**src/rtl/br_pht_pkg.sv**
```systemverilog
// Shared types for the branch pattern history table: the 2-bit saturating
// counter encoding and its reset value.
package br_pht_pkg;

    typedef enum logic [1:0] {
        STRONG_NT = 2'b00,
        WEAK_NT   = 2'b01,
        WEAK_T    = 2'b10,
        STRONG_T  = 2'b11
    } pht_ctr_t;

    localparam pht_ctr_t PHT_RESET_CTR = WEAK_T;

    function automatic logic ctr_predicts_taken(input pht_ctr_t ctr);
        return ctr[1];
    endfunction

endpackage

```
**src/rtl/br_pht_sat_ctr_next.sv**
```systemverilog
// Next-state function of one 2-bit saturating branch counter.
// Clamps at STRONG_NT and STRONG_T, so the counter never wraps around.
module br_sat_ctr_next
    import br_pht_pkg::*;
(
    input  pht_ctr_t ctr,
    input  logic     taken,
    output pht_ctr_t ctr_next
);

    always_comb begin
        ctr_next = ctr;
        unique case (ctr)
            STRONG_NT: ctr_next = taken ? WEAK_NT  : STRONG_NT;
            WEAK_NT:   ctr_next = taken ? WEAK_T   : STRONG_NT;
            WEAK_T:    ctr_next = taken ? STRONG_T : WEAK_NT;
            STRONG_T:  ctr_next = taken ? STRONG_T : WEAK_T;
            default:   ctr_next = ctr;
        endcase
    end

endmodule

```
**src/rtl/br_pht.sv**
```systemverilog
// Pattern history table of 2-bit counters with a one-cycle registered lookup.
// Define BR_PHT_GSHARE_EN to XOR a speculative global history into the index.
module br_pht
    import br_pht_pkg::*;
#(
    parameter int PHT_IDX_W = 6,
    parameter int GHR_W     = 6
) (
    input  logic                 clk,
    input  logic                 rst,
    input  logic                 lookup_valid,
    input  logic [31:0]          lookup_pc,
    output logic                 resp_valid,
    output logic                 resp_taken,
    output logic [PHT_IDX_W-1:0] resp_idx,
    output logic [GHR_W-1:0]     resp_ghr,
    input  logic                 upd_valid,
    input  logic [PHT_IDX_W-1:0] upd_idx,
    input  logic                 upd_taken,
    input  logic                 upd_mispred,
    input  logic [GHR_W-1:0]     upd_ghr
);

    localparam int PHT_ENTRIES = 1 << PHT_IDX_W;

    pht_ctr_t             ctr_q [PHT_ENTRIES];
    pht_ctr_t             upd_cur;
    pht_ctr_t             upd_next;
    pht_ctr_t             look_ctr;
    logic                 look_taken;
    logic [PHT_IDX_W-1:0] pc_idx;
    logic [PHT_IDX_W-1:0] look_idx;

    wire unused_pc_bits = ^{lookup_pc[31:PHT_IDX_W+2], lookup_pc[1:0]};

    assign pc_idx  = lookup_pc[PHT_IDX_W+1:2];
    assign upd_cur = ctr_q[upd_idx];

    br_sat_ctr_next u_sat_ctr_next (
        .ctr      (upd_cur),
        .taken    (upd_taken),
        .ctr_next (upd_next)
    );

    // A lookup hitting the index being trained this cycle sees the trained value.
    always_comb begin
        look_ctr = ctr_q[look_idx];
        if (upd_valid && (upd_idx == look_idx)) begin
            look_ctr = upd_next;
        end
        look_taken = ctr_predicts_taken(look_ctr);
    end

    always_ff @(posedge clk or negedge rst) begin
        if (!rst) begin
            for (int i = 0; i < PHT_ENTRIES; i++) begin
                ctr_q[i] <= PHT_RESET_CTR;
            end
        end else if (upd_valid) begin
            ctr_q[upd_idx] <= upd_next;
        end
    end

    always_ff @(posedge clk or negedge rst) begin
        if (!rst) begin
            resp_valid <= 1'b0;
            resp_taken <= 1'b0;
            resp_idx   <= '0;
        end else begin
            resp_valid <= lookup_valid;
            if (lookup_valid) begin
                resp_taken <= look_taken;
                resp_idx   <= look_idx;
            end
        end
    end

`ifdef BR_PHT_GSHARE_EN
    logic [GHR_W-1:0] ghr_q;

    assign look_idx = pc_idx ^ ghr_q;

    // Misprediction repair rebuilds history from the branch's snapshot and beats any speculative shift.
    always_ff @(posedge clk or negedge rst) begin
        if (!rst) begin
            ghr_q    <= '0;
            resp_ghr <= '0;
        end else begin
            if (upd_valid && upd_mispred) begin
                ghr_q <= {upd_ghr[GHR_W-2:0], upd_taken};
            end else if (lookup_valid) begin
                ghr_q <= {ghr_q[GHR_W-2:0], look_taken};
            end
            if (lookup_valid) begin
                resp_ghr <= ghr_q;
            end
        end
    end
`else
    wire unused_ghr_inputs = ^{upd_ghr, upd_mispred};

    assign look_idx = pc_idx;
    assign resp_ghr = '0;
`endif

endmodule

```
**config.mk**
```make
export PLATFORM = sky130hd
export DESIGN_NAME = br_pht
export DESIGN_NICKNAME = d
export VERILOG_FILES = /design/src/rtl/br_pht_pkg.sv /design/src/rtl/br_pht_sat_ctr_next.sv /design/src/rtl/br_pht.sv
export SDC_FILE = /design/constraint.sdc
export NUM_CORES = 1
export LEC_CHECK = 0
export CAP_MARGIN = 30
export CORE_UTILIZATION = 30
export DETAILED_ROUTE_END_ITERATION = 16
export GPL_TIMING_DRIVEN = 0
export PLACE_DENSITY = 0.5
export SLEW_MARGIN = 20
export SYNTH_ARGS = -nofsm -noshare
export SYNTH_HDL_FRONTEND = slang
export SYNTH_HIERARCHICAL = 1
export SYNTH_SLANG_ARGS = --single-unit
```
**constraint.sdc**
```tcl
create_clock -name clk -period 2.4 [get_ports clk]
set_clock_uncertainty 0.2 [all_clocks]
set_input_delay 0.36 -clock clk [delete_from_list [all_inputs] [get_ports clk]]
set_output_delay 0.36 -clock clk [all_outputs]
set_load 0.1 [all_outputs]
```
==> results_dict.tcl, run 1 <==
set metrics [dict create \
    worst_setup_hold_path_clk_slew_ns 0.06 \
    die_area_mm2 0.0254 \
    number_of_antenna_violations_at_the_first_check_in_global_routing 0 \
    synth_top_family_by_area "multiplexers" \
    tightestPinTransition_ns 0.961 \
    multi_input_area_mm2 0.00402 \
    clock_tree_from_tritoncts "done" \
    finalSetupTns_ns -71.66 \
    dieHeight_um 160 \
    global_route_wire_length_before_repair_um 37000 \
    worst_setup_path_startpoint "ctr_q[32]" \
    status "complete, but fails checks" \
    synth_top_area_share_pct 24.2 \
    netlist_instances 579 \
    dp_hpwl_um 16300 \
    synth_compound_gate_area_share_pct 5.34 \
    part_of_the_cycle_the_worst_path_needs_pct 127 \
    yosys_warnings 6 \
    muxShareOfSynthArea_pct 33.7 \
    total_power_per_unit_cell_area_mw_per_mm2 741 \
    antenna_cells_inserted 0 \
    syn_area_per_cell_um2 12.9 \
    initial_core_util_pct 30.6 \
    wl_per_cell_um 25.1 \
    mostFrequentLayoutCell "mux2_2" \
    htree_num_levels 4 \
    num-fill-cells 2256 \
    required_ns 2.56 \
    max-slew-margin-rel_pct 36.2 \
    grt_util_all_layers_pct 20.0 \
    drive_gt1_share_pct 53.4 \
    hold_path_class "input port to flop" \
    final_nets 690 \
    input_output_buffers 20 \
    post-route-drc-count 0 \
    end_kind "flop" \
    critical_path.startpoint_type "flop" \
    hold_path.startpoint "lookup_pc[5]" \
    power_leakage_nw 4.14 \
    floorplan.core_area_mm2 0.0243 \
    top_achievable_clock_speed_ghz 0.328 \
    timing.final.ws_setup_ns -0.652 \
    gr-total-overflow 0 \
    setup_viol_count_final 129 \
    failed_checks "negative setup slack" \
    maxCapViolations 0 \
    area.sequential_mm2 0.00348 \
    layout.cells.most_common_list "mux2_2, dfrtp_1, mux2_4" \
    timing.final.max_slew_violations 0 \
    synth-seq-area-share_pct 46.8 \
    final_hold_fails 0 \
    hold_slack_ns 0.143 \
    critPathCapture "ctr_q[53]" \
    critPathArrivalTime_ns 3.21 \
    number_of_synthesized_flops_with_an_enable_pin 0 \
    avgViaCountPerCell 5.39 \
    rr_endpoint "ctr_q[53]" \
    reg2reg_from "ctr_q[32]" \
    netlist-cell-type-count 58 \
    period_minus_slack_ns 3.05 \
    num_vias 5262 \
    syn-cell-area_mm2 0.00744 \
    post_synth_xor_area_fraction_pct 0.807 \
    wirelength_um 24500 \
    synth-main-ff-cell "dfrtp_1" \
    io-pin-count 64 \
    synthToLayoutAreaGrowth_pct 28.8 \
    pin_count_of_the_biggest_net_entering_global_routing 72 \
    place_congestion 0.870 \
    initialDrtViolationCount 488 \
    flops_latches_synth 136 \
    worstSetupPathType "flop to flop" \
    cell_type_with_the_largest_total_area_after_synthesis "dfrtp_1" \
    cp_max_fo 10 \
    number_of_global_route_vias_before_repair 5592 \
    synthAdderAreaFrac_pct 0.303 \
    synthSimpleGateAreaFrac_pct 8.87 \
    r2r_setup_slack_ns -0.65 \
    async_reset_ff_share_pct 100 \
    numCtsBuffers 17 \
    worst_r2r_path_depth 9 \
    placement_rows 57 \
    floorplan.die.width_um 160 \
    synth_top_cells_by_area "dfrtp_1, dfstp_2, mux2_2" \
    first_pass_iters 5 \
    worst_ir_drop_vdd_mv 0.487 \
    cts-root-buf "clkbuf_16" \
    worstSkewPairLatency_ns 0.43 \
    route.antenna.remaining_nets 0 \
    maximum_clock_insertion_buffer_count 2 \
    setup_repair_after_global_routing_missed_its_margin "true" \
    cts.sinks 136 \
]
-- kinds of logic after synthesis --
group | Yosys count
XOR/XNOR | 6
flip-flops | 136
adder cells (fa/ha/maj) | 2
AND/OR/NAND/NOR | 139
other | 1
multiplexers | 191
AO/OA/AOI/OAI | 54
buffers and inverters | 50
-- per-stage QoR --
stage / std cells / setup slack [ns] / power, mW / cell area [µm²] / util [%]
6_report: 977 / -0.652 / 7.11 / 9590 / 39.4
5_1_grt: 977 / -0.711 / 7.36 / 9590 / 39.4
4_1_cts: 973 / -0.620 / 7.06 / 9480 / 39.0
3_5_place_dp: 930 / -1.78 / 4.11 / 8410 / 34.6
3_3_place_gp: 928 / -4.54 / 4.07 / 8360 / 34.4
2_1_floorplan: 584 / -0.450 / 3.68 / 7760 / -
-- layout make-up --
| class | instances | share of cell area (%) |
|---|---|---|
| sequential | 136 | 36.3 |
| tap | 324 | 4.23 |
| clock buffer | 26 | 5.52 |
| timing repair buffer | 40 | 5.06 |
| buffer | 45 | 5.96 |
| multi-input combinational | 398 | 41.9 |
| clock inverter | 6 | 0.887 |
| inverter | 2 | 0.130 |
-- report_power, final --
group | internal (mW) | leakage [nW] | switching, mW
Sequential | 2.63 | 1.61 | 0.188
Clock | 1.72 | 0.299 | 1.03
Combinational | 0.793 | 2.23 | 0.745
-- worst max-delay path: stages, from the launching register on --
cell,delay (ns)
dfrtp_1,0.38
mux4_2,0.48
mux2i_2,0.19
o22a_1,0.23
o2111ai_2,0.16
or3_1,0.35
maj3_2,0.35
clkbuf_16,0.18
clkbuf_8,0.16
mux2_2,0.28
-- worst min-delay path by stage --
stage	cells past startpoint	slack [ns]	end
after floorplan	0	-0.14	ctr_q[0]
after global placement	1	0.29	ctr_q[28]
after detailed placement	1	0.14	ctr_q[118]
after CTS	2	0.14	resp_idx[3]
after global routing	2	0.15	resp_idx[3]
final	2	0.14	resp_idx[3]
-- Yosys cell counts (3+ instances only) --
| library cell | count |
|---|---|
| nand3_1 | 5 |
| nand2_1 | 45 |
| dfstp_2 | 64 |
| mux4_1 | 14 |
| dfrtp_1 | 72 |
| nor2b_1 | 5 |
| mux2_2 | 145 |
| a221oi_1 | 12 |
| nor2_1 | 48 |
| buf_4 | 10 |
| buf_2 | 5 |
| mux2i_1 | 17 |
| clkbuf_1 | 21 |
| o22ai_1 | 9 |
| o21ai_0 | 6 |
| nor3b_1 | 3 |
| a22oi_1 | 5 |
| a211oi_1 | 3 |
| nand2b_1 | 4 |
| buf_6 | 7 |
| a21oi_1 | 9 |
| nand3b_1 | 3 |
| nor3_1 | 3 |
| xor2_1 | 3 |
| mux4_2 | 15 |
-- sequential cells by signal, indices dropped and copies added (netlist names) --
signal and count:
resp_idx 6, resp_valid 1, ctr_q 128, resp_taken 1
-- per-layer routing --
metal	wire [µm]	track usage, %	part of all wire, %	up-vias
met3	1320	3.57	5.4	41
met1	10900	27.1	45	2763
met4	666	8.61	2.7	0
met5	0	0	0	-
li1	-	-	-	2274
met2	11600	31.2	47	184
-- what timing repair did --
action,CTS,global route
hold endpoints to repair,37,0
resized for setup,87,20
gates cloned,5,3
buffers inserted,7,2
setup endpoints to repair,137,129
hold buffers,1,0
pin swaps,1,1
(Power assumes the default switching activity.)
==> run 2: changes to the inputs <==
Settings changed: GPL_TIMING_DRIVEN 0 to 1.
==> results_dict.tcl, run 2 (same netlist as run 1, synthesis figures left out) <==
set metrics [dict create \
    status "complete, but fails checks" \
    failed_checks "negative setup slack" \
    route.antenna.remaining_nets 0 \
    pin_count_of_the_biggest_net_entering_global_routing 53 \
    total_power_per_unit_cell_area_mw_per_mm2 694 \
    worst_r2r_path_depth 8 \
    r2r_setup_slack_ns -0.60 \
    place_congestion 0.835 \
    num_vias 5470 \
    drive_gt1_share_pct 59.6 \
    avgViaCountPerCell 5.13 \
    final_hold_fails 0 \
    placement_rows 57 \
    io-pin-count 64 \
    worst_setup_hold_path_clk_slew_ns 0.07 \
    hold_path_class "input port to async pin" \
    combPwrFrac_pct 23.4 \
    top_register "ctr_q" \
    number_of_antenna_violations_at_the_first_check_in_global_routing 0 \
    hold_slack_ns 0.257 \
    wl_per_cell_um 22.6 \
    cts.sinks 136 \
    end_kind "flop" \
    antenna_cells_inserted 0 \
    dieHeight_um 160 \
    final_nets 779 \
    tightestPinTransition_ns 0.510 \
    die_area_mm2 0.0254 \
    num-fill-cells 2227 \
    timing.final.max_slew_violations 0 \
    top_regs "ctr_q: 128 flops, resp_idx: 6 flops" \
    setup_viol_count_final 129 \
    dp_hpwl_um 16300 \
    global_route_wire_length_before_repair_um 37400 \
    post-route-drc-count 0 \
    worst_ir_drop_vdd_mv 0.475 \
    cp_max_fo 40 \
    top_achievable_clock_speed_ghz 0.334 \
    internal_power_mw 5.08 \
    worstSkewPairLatency_ns 0.43 \
    clock_tree_from_tritoncts "done" \
    initial_core_util_pct 30.6 \
    initialDrtViolationCount 325 \
    power_leakage_nw 4.52 \
    critical_path.startpoint_type "flop" \
    gr-total-overflow 0 \
    timing.final.ws_setup_ns -0.596 \
    rr_endpoint "ctr_q[127]" \
    layout.cells.most_common_list "buf_4, mux2_2, dfrtp_1" \
    power.switching_mw 2.00 \
    floorplan.core_area_mm2 0.0243 \
    maximum_clock_insertion_buffer_count 2 \
    worstSetupPathType "flop to flop" \
    numCtsBuffers 17 \
    switching_share_pct 28.2 \
    wirelength_um 24100 \
    input_output_buffers 24 \
    maxCapViolations 0 \
    final_util_pct 42.0 \
    seq_pwr_share_pct 39.6 \
    reg2reg_from "ctr_q[40]" \
    number_of_global_route_vias_before_repair 5922 \
    max-slew-margin-rel_pct 66.0 \
    first_pass_iters 4 \
    required_ns 2.55 \
    grt_util_all_layers_pct 19.9 \
    period_minus_slack_ns 3.00 \
    number_of_flip_flops_in_the_largest_register 128 \
    cts-root-buf "clkbuf_16" \
    setup_repair_after_global_routing_missed_its_margin "true" \
    htree_num_levels 4 \
    floorplan.die.width_um 160 \
    critPathArrivalTime_ns 3.14 \
    synthToLayoutAreaGrowth_pct 37.0 \
    mostFrequentLayoutCell "buf_4" \
    power.clock.fraction_pct 37.0 \
    part_of_the_cycle_the_worst_path_needs_pct 125 \
    place_worst_setup_slack_ns -1.07 \
]
## run 2: cell types whose count changed in the layout (fill, tap and decap cells not counted), sizes merged
cell / change
buf: +118
clkbuf: -30
dlygate4sd2: -10
clkdlybuf4s50: +4
clkinvlp: +3
inv: +3
clkinv: +2
clkdlybuf4s15: -1
## run 2: per-layer routing
| layer | GRT usage (%) | wire, µm | share of wire (%) |
|---|---|---|---|
| met1 | 25.7 | 10700 | 44 |
| met3 | 4.58 | 1120 | 4.7 |
| met2 | 32.5 | 11600 | 48 |
| met5 | 0 | 0 | 0 |
| met4 | 6.82 | 687 | 2.9 |
## run 2: worst max-delay path: stages (launching register included)
cell and delay [ns]:
dfrtp_1 0.40, mux4_2 0.49, mux2i_1 0.21, o22a_1 0.21, o2111ai_2 0.17, or3_4 0.37, maj3_2 0.36, buf_12 0.19
mux2_2 0.28
## run 2: how the worst max path moves through the flow
| stage | from | cells after the start | end |
|---|---|---|---|
| after floorplan | upd_idx[1] | 12 | ctr_q[17] |
| after detailed placement | upd_idx[1] | 10 | ctr_q[37] |
| after global routing | ctr_q[40] | 8 | ctr_q[127] |
| final | ctr_q[40] | 8 | ctr_q[127] |
| after CTS | ctr_q[40] | 8 | ctr_q[127] |
| after global placement | upd_idx[1] | 10 | ctr_q[117] |
## run 2: what timing repair did
action,CTS,global route
gates resized for setup,54,9
hold endpoints to repair,26,0
endpoints found under the setup margin,129,129
cloned,8,1
pin swaps,1,1
hold buffers,1,0
setup buffers,8,2
## run 2: stage by stage
step	TNS, ns	area [µm²]	total power [mW]	cells
floorplan	-51.69	7760	3.68	584
global placement	-122.16	9090	4.15	1017
detailed placement	-125.93	9090	4.18	1017
CTS	-70.11	10200	7.15	1066
global route	-74.64	10200	7.36	1066
finish	-69.76	10200	7.08	1066
## run 2: power groups by stage
stage | sequential, mW | clock (mW) | combinational (mW)
after floorplan | 2.86 | 0 | 0.822
after detailed placement | 2.83 | 0 | 1.36
after global routing | 2.83 | 2.77 | 1.75
after global placement | 2.81 | 0 | 1.33
final | 2.80 | 2.62 | 1.66
after CTS | 2.80 | 2.68 | 1.68
## run 2: final cells by class
| class | count | area, µm² | share of cell area (%) |
|---|---|---|---|
| inverters | 2 | 8.76 | 0.0858 |
| clock buffers | 18 | 439 | 4.30 |
| well taps | 324 | 405 | 3.97 |
| repair buffers | 174 | 1740 | 17.0 |
| clock inverters | 14 | 148 | 1.45 |
| flip-flops and latches | 136 | 3480 | 34.1 |
| multi-input cells | 398 | 3980 | 39.0 |
==> run 3: changes to the inputs <==
Settings changed: CORE_MARGIN from default to 3, HOLD_SLACK_MARGIN from default to 0.03, MAX_ROUTING_LAYER from default to met4.
==> results_dict.tcl, run 3 (same netlist as run 1, synthesis figures left out) <==
set metrics [dict create \
    status "complete, but fails checks" \
    failed_checks "negative setup slack" \
    cts.sinks 136 \
    route.antenna.remaining_nets 0 \
    synthToLayoutAreaGrowth_pct 34.3 \
    power_leakage_nw 4.37 \
    worst_setup_hold_path_clk_slew_ns 0.07 \
    total_power_per_unit_cell_area_mw_per_mm2 703 \
    gr-usage-met1_pct 23.6 \
    worstSkewPairLatency_ns 0.43 \
    die_area_mm2 0.0267 \
    crit_path_top_delay_cell "mux4_2" \
    r2r_setup_slack_ns -0.62 \
    mostFrequentLayoutCell "buf_4" \
    htree_num_levels 4 \
    initialDrtViolationCount 330 \
    setup_viol_count_final 129 \
    hold_path_class "input port to async pin" \
    critical_path.cell_chain "mux4_2 > mux2i_1 > o22a_1 > o2111ai_2 > or3_4 > maj3_2 > buf_12 > mux2_2" \
    num_vias 5409 \
    global_route.usage.met2_pct 30.9 \
    final_util_pct 41.1 \
    reg2reg_from "ctr_q[40]" \
    end_kind "flop" \
    rr_endpoint "ctr_q[33]" \
    io-pin-count 64 \
    placement_rows 57 \
    critical_path.startpoint_type "flop" \
    stdcell_area_mm2 0.0100 \
    number_of_flip_flops_in_the_largest_register 128 \
    cts-root-buf "clkbuf_16" \
    maximum_clock_insertion_buffer_count 2 \
    part_of_the_cycle_the_worst_path_needs_pct 126 \
    global_route_wire_length_before_repair_um 36200 \
    input_output_buffers 24 \
    layout.cells.most_common_list "buf_4, mux2_2, dfrtp_1" \
    gr-max-usage-layer "met2" \
    avgViaCountPerCell 5.14 \
    wl_per_cell_um 22.0 \
    place_worst_setup_slack_ns -1.01 \
    cpLargestDelayFamily "multiplexers" \
    drive_gt1_share_pct 58.7 \
    required_ns 2.54 \
    timing.final.max_slew_violations 0 \
    wirelength_um 23200 \
    placedInstanceArea_mm2 0.00900 \
    post-route-drc-count 0 \
    timing.final.ws_setup_ns -0.624 \
    numCtsBuffers 17 \
    worst_r2r_path_depth 8 \
    worst_ir_drop_vdd_mv 0.478 \
    top_register "ctr_q" \
    final_hold_fails 0 \
    final_nets 766 \
    crit_buf_inv 1 \
    worstSetupPathType "flop to flop" \
    dp_hpwl_um 16500 \
    number_of_antenna_violations_at_the_first_check_in_global_routing 0 \
    globalRouteMet3Util_pct 3.12 \
    maxCapViolations 0 \
    initial_core_util_pct 30.6 \
    place_congestion 0.895 \
    pin_count_of_the_biggest_net_entering_global_routing 47 \
    hold_slack_ns 0.237 \
    floorplan.die.width_um 164 \
    antenna_cells_inserted 0 \
    fin_total_pwr_mw 7.03 \
    top_regs "ctr_q: 128 flops, resp_idx: 6 flops" \
    grt_util_all_layers_pct 18.7 \
    clock_tree_from_tritoncts "done" \
    setup_repair_after_global_routing_missed_its_margin "true" \
    number_of_global_route_vias_before_repair 5905 \
    dieHeight_um 164 \
    cp_max_fo 36 \
    period_minus_slack_ns 3.02 \
    first_pass_iters 5 \
    top_achievable_clock_speed_ghz 0.331 \
    critPathArrivalTime_ns 3.17 \
    floorplan.core_area_mm2 0.0243 \
    critPathMaxStageDelay_ns 0.50 \
    gr-total-overflow 0 \
]
-- run 3: changes by cell type in the layout (fill, tap and decap cells not counted), moves of 2 or more --
cell	delta
mux2_2	+21
o21ai_1	-2
mux2_4	-21
clkinv_2	+2
o21ai_2	+2
clkinvlp_4	-4
buf_4	-9
buf_12	-2
inv_6	-2
-- run 3: how the worst max path moves through the flow --
stage,from,to,slack (ns),cells past startpoint
after floorplan,upd_idx[1],ctr_q[17],-0.45,12
after global placement,upd_idx[0],ctr_q[58],-1.01,11
after detailed placement,upd_idx[0],ctr_q[124],-1.01,11
after CTS,ctr_q[40],ctr_q[33],-0.58,8
after global routing,ctr_q[40],ctr_q[33],-0.63,8
final,ctr_q[40],ctr_q[33],-0.62,8
-- run 3: per-layer routing --
metal  routed length (µm)  vias to the layer above
met4                  477                        0
li1                     -                     2419
met2                11600                      118
met1                10300                     2846
met3                  884                       26
met5                    0                        -
-- run 3: repair_timing --
item	4_1_cts	5_1_grt
setup buffers	4	3
setup endpoints to repair	129	129
gates resized for setup	22	15
hold buffers	1	0
pin swaps	4	3
cloned	6	0
endpoints found under the hold margin	43	0
-- run 3: layout make-up --
cell class | count | area, µm²
clock buffer | 19 | 443
clock inverter | 13 | 154
fill | 2251 | 14300
inverter | 2 | 7.51
multi-input combinational | 398 | 3910
sequential | 136 | 3480
tap | 324 | 405
timing repair buffer | 161 | 1590
-- run 3: worst register-to-register path, stage by stage, from the launching register on --
cell       delay (ns)
dfrtp_1          0.39
mux4_2           0.50
mux2i_1          0.19
o22a_1           0.22
o2111ai_2        0.18
or3_4            0.38
maj3_2           0.38
buf_12           0.20
mux2_2           0.30
-- run 3: power breakdown --
part	switching [mW]	leakage (nW)	internal (mW)	total, mW
registers	0.173	1.61	2.63	2.80
logic	0.731	2.46	0.824	1.56
clock network	1.02	0.297	1.65	2.67
-- run 3: per-stage QoR --
step	instances	setup TNS (ns)
after global placement	1007	-125.30
after floorplan	584	-51.69
after CTS	1050	-65.81
after global routing	1053	-76.55
after detailed placement	1007	-125.27
final	1053	-74.13
